`src/rtl/vga_pkg.sv`:
```
// Shared types and default geometry for the VGA frame-buffer prefetch reader.
package vga_pkg;

  typedef enum logic [1:0] {
    ST_IDLE   = 2'd0,
    ST_FLUSH  = 2'd1,
    ST_FILL   = 2'd2,
    ST_STREAM = 2'd3
  } vga_rd_state_t;

  // 640x480 pixels at one 8-byte stride per pixel.
  localparam int unsigned FRAME_BYTES_640x480 = 32'h0025_8000;
  localparam int unsigned STRIDE_DEFAULT      = 8;

endpackage

```
`src/rtl/pixel_fifo_sync.sv`:
```
// Single-clock circular pixel buffer with occupancy count and synchronous clear.
module pixel_fifo_sync #(
  parameter int unsigned DEPTH  = 32,
  parameter int unsigned DATA_W = 32
) (
  input  logic                    clk,
  input  logic                    reset,
  input  logic                    i_clr,
  input  logic                    i_wr,
  input  logic [DATA_W-1:0]       i_wdata,
  input  logic                    i_rd,
  output logic [DATA_W-1:0]       o_rdata,
  output logic [$clog2(DEPTH):0]  o_level
);

  localparam int unsigned PTR_W = $clog2(DEPTH);
  localparam int unsigned LVL_W = PTR_W + 1;

  logic [DATA_W-1:0] r_mem [DEPTH];
  logic [PTR_W-1:0]  r_wptr;
  logic [PTR_W-1:0]  r_rptr;
  logic [LVL_W-1:0]  r_level;
  logic              w_push;
  logic              w_pop;

  assign w_pop  = i_rd && (r_level != '0);
  // A full buffer only accepts a write when a pop frees the slot the same cycle.
  assign w_push = i_wr && ((r_level != LVL_W'(DEPTH)) || w_pop);

  always_ff @(posedge clk or posedge reset) begin
    if (reset) begin
      r_wptr  <= '0;
      r_rptr  <= '0;
      r_level <= '0;
    end else if (i_clr) begin
      r_wptr  <= '0;
      r_rptr  <= '0;
      r_level <= '0;
    end else begin
      if (w_push) r_wptr <= r_wptr + PTR_W'(1);
      if (w_pop)  r_rptr <= r_rptr + PTR_W'(1);
      r_level <= r_level + LVL_W'(w_push) - LVL_W'(w_pop);
    end
  end

  always_ff @(posedge clk) begin
    if (w_push) r_mem[r_wptr] <= i_wdata;
  end

  assign o_rdata = r_mem[r_rptr];
  assign o_level = r_level;

  // Credit accounting upstream must make this unreachable.
  assert property (@(posedge clk) disable iff (reset)
    !(i_wr && !i_clr && !w_pop && (r_level == LVL_W'(DEPTH))));

endmodule

```
`src/rtl/vga_prefetch_reader.sv`:
```
// Frame-buffer prefetch reader: credit-limited pipelined Avalon reads into a pixel FIFO.
module vga_prefetch_reader
  import vga_pkg::*;
#(
  parameter int unsigned ADDR_W          = 26,
  parameter int unsigned DATA_W          = 32,
  parameter int unsigned DEPTH           = 32,
  parameter int unsigned MAX_OUTSTANDING = 16,
  parameter int unsigned STRIDE          = STRIDE_DEFAULT,
  parameter int unsigned FRAME_BYTES     = FRAME_BYTES_640x480
) (
  input  logic                    clk,
  input  logic                    reset,
  input  logic                    enable,
  input  logic [ADDR_W-1:0]       base,
  input  logic                    frame_start,
  output logic [ADDR_W-1:0]       master_address,
  output logic                    master_read,
  input  logic                    master_waitrequest,
  input  logic [DATA_W-1:0]       master_readdata,
  input  logic                    master_readdatavalid,
  input  logic                    pixel_read,
  output logic [DATA_W-1:0]       pixel_data,
  output logic                    pixel_valid,
  output logic [$clog2(DEPTH):0]  level,
  output logic [15:0]             underflow_count
);

  localparam int unsigned LVL_W = $clog2(DEPTH) + 1;
  localparam int unsigned OUT_W = $clog2(MAX_OUTSTANDING) + 1;

  vga_rd_state_t     r_state;
  vga_rd_state_t     w_state_nxt;
  logic [ADDR_W-1:0] r_base_pend;
  logic [ADDR_W-1:0] r_base_q;
  logic [ADDR_W-1:0] r_offset;
  logic [ADDR_W-1:0] r_addr;
  logic              r_read;
  logic [OUT_W-1:0]  r_out;
  logic [DATA_W-1:0] r_pix_data;
  logic              r_pix_valid;
  logic [15:0]       r_underflow;

  logic [LVL_W-1:0]  w_level;
  logic [DATA_W-1:0] w_head;
  logic              w_active;
  logic              w_accept;
  logic              w_ret;
  logic              w_push;
  logic              w_pop;
  logic              w_clr;
  logic              w_flush_exit;
  logic              w_issue;
  logic [31:0]       w_credit;
  logic [ADDR_W-1:0] w_off_sum;
  logic [ADDR_W-1:0] w_off_adv;
  logic [ADDR_W-1:0] w_off_nxt;
  logic [ADDR_W-1:0] w_base_nxt;

  assign w_active = (r_state == ST_FILL) || (r_state == ST_STREAM);
  assign w_accept = r_read && !master_waitrequest;
  // Returns only count against live credits; strays after reset are ignored.
  assign w_ret    = master_readdatavalid && (r_state != ST_IDLE) && (r_out != '0);
  assign w_push   = w_ret && w_active;
  assign w_pop    = pixel_read && (w_level != '0);

  always_comb begin
    w_state_nxt  = r_state;
    w_flush_exit = 1'b0;
    w_clr        = 1'b0;
    case (r_state)
      ST_IDLE: begin
        if (frame_start) w_state_nxt = ST_FLUSH;
      end
      ST_FLUSH: begin
        w_clr = 1'b1;
        // A held request must complete first so its word is drained here.
        if (!frame_start && (r_out == '0) && !r_read) begin
          w_state_nxt  = ST_FILL;
          w_flush_exit = 1'b1;
        end
      end
      ST_FILL: begin
        if (frame_start)                        w_state_nxt = ST_FLUSH;
        else if (w_level >= LVL_W'(DEPTH / 2))  w_state_nxt = ST_STREAM;
      end
      ST_STREAM: begin
        if (frame_start) w_state_nxt = ST_FLUSH;
      end
      default: w_state_nxt = ST_IDLE;
    endcase
    if (frame_start) w_clr = 1'b1;
  end

  always_ff @(posedge clk or posedge reset) begin
    if (reset) r_state <= ST_IDLE;
    else       r_state <= w_state_nxt;
  end

  // Counting the in-flight accept keeps level+outstanding within DEPTH.
  assign w_credit = 32'(w_level) + 32'(r_out) + 32'(w_accept);
  assign w_issue  = w_active && !frame_start && enable &&
                    (w_credit < DEPTH) &&
                    ((32'(r_out) + 32'(w_accept)) < MAX_OUTSTANDING);

  assign w_off_sum  = r_offset + ADDR_W'(STRIDE);
  assign w_off_adv  = (w_off_sum == ADDR_W'(FRAME_BYTES)) ? '0 : w_off_sum;
  assign w_off_nxt  = w_flush_exit ? '0 : (w_accept ? w_off_adv : r_offset);
  assign w_base_nxt = w_flush_exit ? r_base_pend : r_base_q;

  always_ff @(posedge clk or posedge reset) begin
    if (reset) begin
      r_base_pend <= '0;
      r_base_q    <= '0;
      r_offset    <= '0;
      r_addr      <= '0;
      r_read      <= 1'b0;
      r_out       <= '0;
    end else begin
      if (frame_start) r_base_pend <= base;
      r_base_q <= w_base_nxt;
      r_offset <= w_off_nxt;
      r_out    <= r_out + OUT_W'(w_accept) - OUT_W'(w_ret);
      if (!(r_read && master_waitrequest)) begin
        r_read <= w_issue;
        r_addr <= w_base_nxt + w_off_nxt;
      end
    end
  end

  always_ff @(posedge clk or posedge reset) begin
    if (reset) begin
      r_pix_data  <= '0;
      r_pix_valid <= 1'b0;
      r_underflow <= '0;
    end else begin
      r_pix_valid <= w_pop;
      if (w_pop) begin
        r_pix_data <= w_head;
      end else if (pixel_read && (r_underflow != 16'hFFFF)) begin
        r_underflow <= r_underflow + 16'd1;
      end
    end
  end

  pixel_fifo_sync #(
    .DEPTH  (DEPTH),
    .DATA_W (DATA_W)
  ) u_fifo (
    .clk     (clk),
    .reset   (reset),
    .i_clr   (w_clr),
    .i_wr    (w_push),
    .i_wdata (master_readdata),
    .i_rd    (w_pop),
    .o_rdata (w_head),
    .o_level (w_level)
  );

  assign master_address  = r_addr;
  assign master_read     = r_read;
  assign pixel_data      = r_pix_data;
  assign pixel_valid     = r_pix_valid;
  assign level           = w_level;
  assign underflow_count = r_underflow;

endmodule

```
`config.mk`:
```
export PLATFORM = sky130hd
export DESIGN_NAME = vga_prefetch_reader
export DESIGN_NICKNAME = d
export VERILOG_FILES = /design/src/rtl/vga_pkg.sv /design/src/rtl/pixel_fifo_sync.sv /design/src/rtl/vga_prefetch_reader.sv
export SDC_FILE = /design/constraint.sdc
export NUM_CORES = 1
export LEC_CHECK = 0
export BUFFER_PORTS_ARGS = -buffer_cell sky130_fd_sc_hd__buf_2
export CAP_MARGIN = 40
export CORE_MARGIN = 5
export CORE_UTILIZATION = 55
export DETAILED_ROUTE_END_ITERATION = 16
export PLACE_DENSITY = 0.72
export SKIP_LAST_GASP = 1
export SLEW_MARGIN = 20
export SYNTH_ARGS = -nofsm -noshare
export SYNTH_HDL_FRONTEND = slang
export SYNTH_SLANG_ARGS = --single-unit
```
`constraint.sdc`:
```
create_clock -name clk -period 8.5 [get_ports clk]
set_input_delay 2.55 -clock clk [delete_from_list [all_inputs] [get_ports clk]]
set_output_delay 2.55 -clock clk [all_outputs]
set_load 0.05 [all_outputs]
```
==> metrics.md <==
| Metric | Value |
|---|---|
| Status | `complete, no violations` |
| CTS Buf Count | `116` |
| Final setup TNS | `0 ns` |
| RSZ-0062 raised after global routing | `false` |
| Final period utilization | `69.80%` |
| WP buf/inv | `2` |
| Worst Hold Class | `flip-flop to flip-flop` |
| Clock transition at path regs | `0.05 ns` |
| Clock period minus worst slack | `5.933 ns` |
| 1st-iter DRT viols | `2,734` |
| Crit start category | `input pin` |
| Initial Utilization | `55.38%` |
| Seq/Total Area, Yosys | `73.22%` |
| Met3 WL | `8765 um` |
| Mean Syn Cell Area | `19.66 um^2` |
| Synth-to-Final Area Change | `13.31%` |
| # IOs | `147` |
| Root buf cell | `clkbuf_16` |
| Die Area | `0.09336 mm^2` |
| Post-synth EDFFs | `1,024` |
| Post-CTS sizing | `0` |
| Yosys synthesis warning count | `0` |
| FP Rows | `108` |
| Clk buf depth | `3` |
| Post-route cell area | `0.05443 mm^2` |
| PortBufs | `146` |
| CP delay by family, top | `simple AND/OR/NAND/NOR gates` |
| Core ar. | `0.08675 mm^2` |
| CTS tree | `done` |
| Synth Instances | `2,444` |
| Top Metal Used | `met5` |
| Drt pass-1 iters | `7` |
| Cts hold-fix bufs | `0` |
| Worst-Skew Late Latency | `0.70 ns` |
| Final Non-Filler Cells | `3,904` |
| Largest net degree at the start of global routing | `134` |
| Die W | `305.6 um` |
| Synth area leaders | `edfxtp_1, mux4_2, dfrtp_1` |
| Req. time, crit path | `9.05 ns` |
| Die height | `305.6 um` |
| Final setup violation count | `0` |
| CP Cell Sequence | `buf_2, nor3_1, and2_1, buf_4, nand2_1, nand2_1, ha_1, a21o_1, a21oi_1, nor3b_1, a21oi_1, a211oi_2, mux2i_1, a22o_1` |
| Initial antenna violation count | `7` |
| Top-area cell type share of the netlist area | `64.01%` |
| Final Slew Violations | `0` |
| Seq cells post-synth | `1,201` |
| Final HPWL DP | `61,840 um` |
| CP arrival | `6.48 ns` |
| Power density over cell area | `270.2 mW/mm^2` |
| Worst vdd ir | `0.2159 mV` |
| Syn Nets | `2,572` |
| Worst setup path class | `input pin to flip-flop` |
| DP Cell Count | `3,684` |
| Post-Syn Area | `0.04804 mm^2` |
| Nets@finish | `2,776` |
| Number of remaining DRC errors | `0` |
| CTS H-tree lvls | `3` |
| Vias in the first global route | `24,930` |
| Yosys top cell by area | `edfxtp_1` |
| First-pass GRT wire length | `166,700 um` |
| Number of clock sinks | `1,201` |
| Fillers | `5,891` |
| GPL Wtd Cong | `0.8615` |
| Max-slew headroom | `36.57%` |
| Layout cells sized above 1 | `28.22%` |
| Util after Layout | `62.75%` |
| Fin. Hold Viols | `0` |
| Critical path capture point type | `flip-flop` |
| Max-cap violations | `0` |
| Routed len/inst | `28.77 um` |
| Placement Cell Area | `0.05063 mm^2` |
| Yosys cell types | `69` |
| Wl on met1 | `42,640 um` |
| Worst-Margin Slew | `0.9514 ns` |
| FFs w/ async S/R, synth | `14.74%` |
| WL met2 | `58,180 um` |
| Setup repair bufs after CTS | `0` |
| Worst Clk Skew | `0.04285 ns` |
| P_leak | `18.22 nW` |
| Grt ovf | `0` |
| Slowest stage cell, crit path | `and2_1` |
| Critical Path Max Stage Delay | `0.52 ns` |
| Total power | `14.71 mW` |
| GRT Resource Usage Total | `24.07%` |
| Dominant synthesized flop cell | `edfxtp_1` |
| Via-per-instance ratio | `6.263` |
| WL final | `112,300 um` |
| CP max FO | `31` |
| Peak Freq | `168.6 MHz` |
| Post-route ant nets | `0` |
| Vias | `24,450` |
-- registers in the layout, summed over array words and instances, names as in the netlist, 2 cells and up --
signal,flops
r_base_q,26
u_fifo.r_rptr,5
r_offset,26
r_out,5
u_fifo.r_mem,1024
master_address,26
pixel_data,32
r_base_pend,26
u_fifo.o_level,6
underflow_count,16
u_fifo.r_wptr,5
r_state,2
-- per-layer routing --
metal | GRT usage (%) | vias up
li1 | - | 10220
met4 | 6.156 | 6
met3 | 4.016 | 190
met1 | 32.96 | 12860
met2 | 41.22 | 1172
met5 | 0 | -
-- where the power goes --
| part | total (mW) | leakage, nW | internal, mW | switching [mW] |
|---|---|---|---|---|
| Combinational | 2.76 | 4.87 | 1.10 | 1.65 |
| Clock | 5.09 | 1.85 | 2.93 | 2.16 |
| Sequential | 6.86 | 11.5 | 6.66 | 0.198 |
| Total | 14.7 | 18.2 | 10.7 | 4.01 |
-- cell usage after synthesis, drive strengths merged, types with 4 or more instances --
cell type / count
buf: 51
nor2b: 7
and3: 6
mux2: 28
mux2i: 36
a31oi: 6
o21ai: 65
ha: 60
clkbuf: 69
a21oi: 37
edfxtp: 1024
a211oi: 11
nand3: 26
or3: 4
nor3b: 6
and2: 5
xnor2: 37
mux4: 320
or2: 5
nor2: 107
xor2: 37
nand2: 173
nand4: 22
nor3: 21
inv: 35
nand2b: 5
nor4: 7
dfrtp: 177
a21o: 14
-- path summary, 6_finish.rpt --
kind	from	endpoint	slack [ns]	depth (start not counted)
min in group asynchronous	reset	pixel_data[9]$_DFFE_PP0P_	1.79	2
hold reg to reg	master_address[13]$_DFFE_PP0N_	master_address[13]$_DFFE_PP0N_	0.48	2
hold / removal	master_address[13]$_DFFE_PP0N_	master_address[13]$_DFFE_PP0N_	0.48	2
max in group asynchronous	reset	u_fifo.r_rptr[0]$_DFFE_PP0P_	5.72	4
setup / recovery	frame_start	master_address[24]$_DFFE_PP0N_	2.57	14
setup reg to reg	r_out[2]$_DFF_PP0_	master_address[24]$_DFFE_PP0N_	3.53	16
-- stage by stage --
stage	worst slack [ns]	hold WS [ns]
final	2.567	0.4766
after CTS	2.608	0.4777
after global placement	2.074	0.4472
after detailed placement	1.908	0.4647
after floorplan	1.148	0.4442
after global routing	2.226	0.4985
-- layout by cell type (no fill, tap or decap), types with 13 or more instances in the layout --
cell type | Yosys | routed
mux2i_1 | 36 | 36
nand2_1 | 173 | 173
mux4_2 | 320 | 320
nand3_1 | 24 | 24
nor2_4 | 0 | 31
xnor2_1 | 37 | 37
xor2_1 | 37 | 37
edfxtp_1 | 1024 | 1024
clkinv_2 | 0 | 19
clkinv_1 | 1 | 22
clkbuf_1 | 69 | 29
nor2_1 | 107 | 76
dfrtp_1 | 177 | 172
buf_2 | 34 | 146
inv_1 | 35 | 33
nor3_1 | 21 | 21
a21o_1 | 13 | 13
a21oi_1 | 37 | 37
clkbuf_16 | 0 | 116
nand4_1 | 22 | 22
buf_4 | 2 | 44
mux2_2 | 28 | 28
o21ai_1 | 35 | 35
o21ai_0 | 30 | 30
ha_1 | 60 | 60
-- cell type report --
type | count | area (um^2) | share of cell area (%)
clock inverters | 62 | 641.9 | 1.179
inverters | 36 | 142.6 | 0.2620
well taps | 1155 | 1445 | 2.655
flip-flops and latches | 1201 | 35200 | 64.66
multi-input cells | 1087 | 12430 | 22.84
clock buffers | 154 | 3136 | 5.760
diodes | 3 | 7.507 | 0.01379
repair buffers | 206 | 1436 | 2.639
-- worst min-delay path, stage by stage, from the launching register on --
cell and delay, ns:
dfrtp_1 0.33, nand2_1 0.05, o21ai_0 0.06
-- kinds of logic after synthesis --
group / Yosys count / share of synthesized area [%]
DFF: 1201 / 73.22
and+or+nand+nor: 405 / 3.839
muxes: 384 / 16.41
AOI/OAI and AO/OA: 160 / 2.044
buffers and inverters: 156 / 1.401
xor gates and xnor gates: 75 / 1.396
adders and majority gates: 63 / 1.688
(Power assumes the default switching activity.)
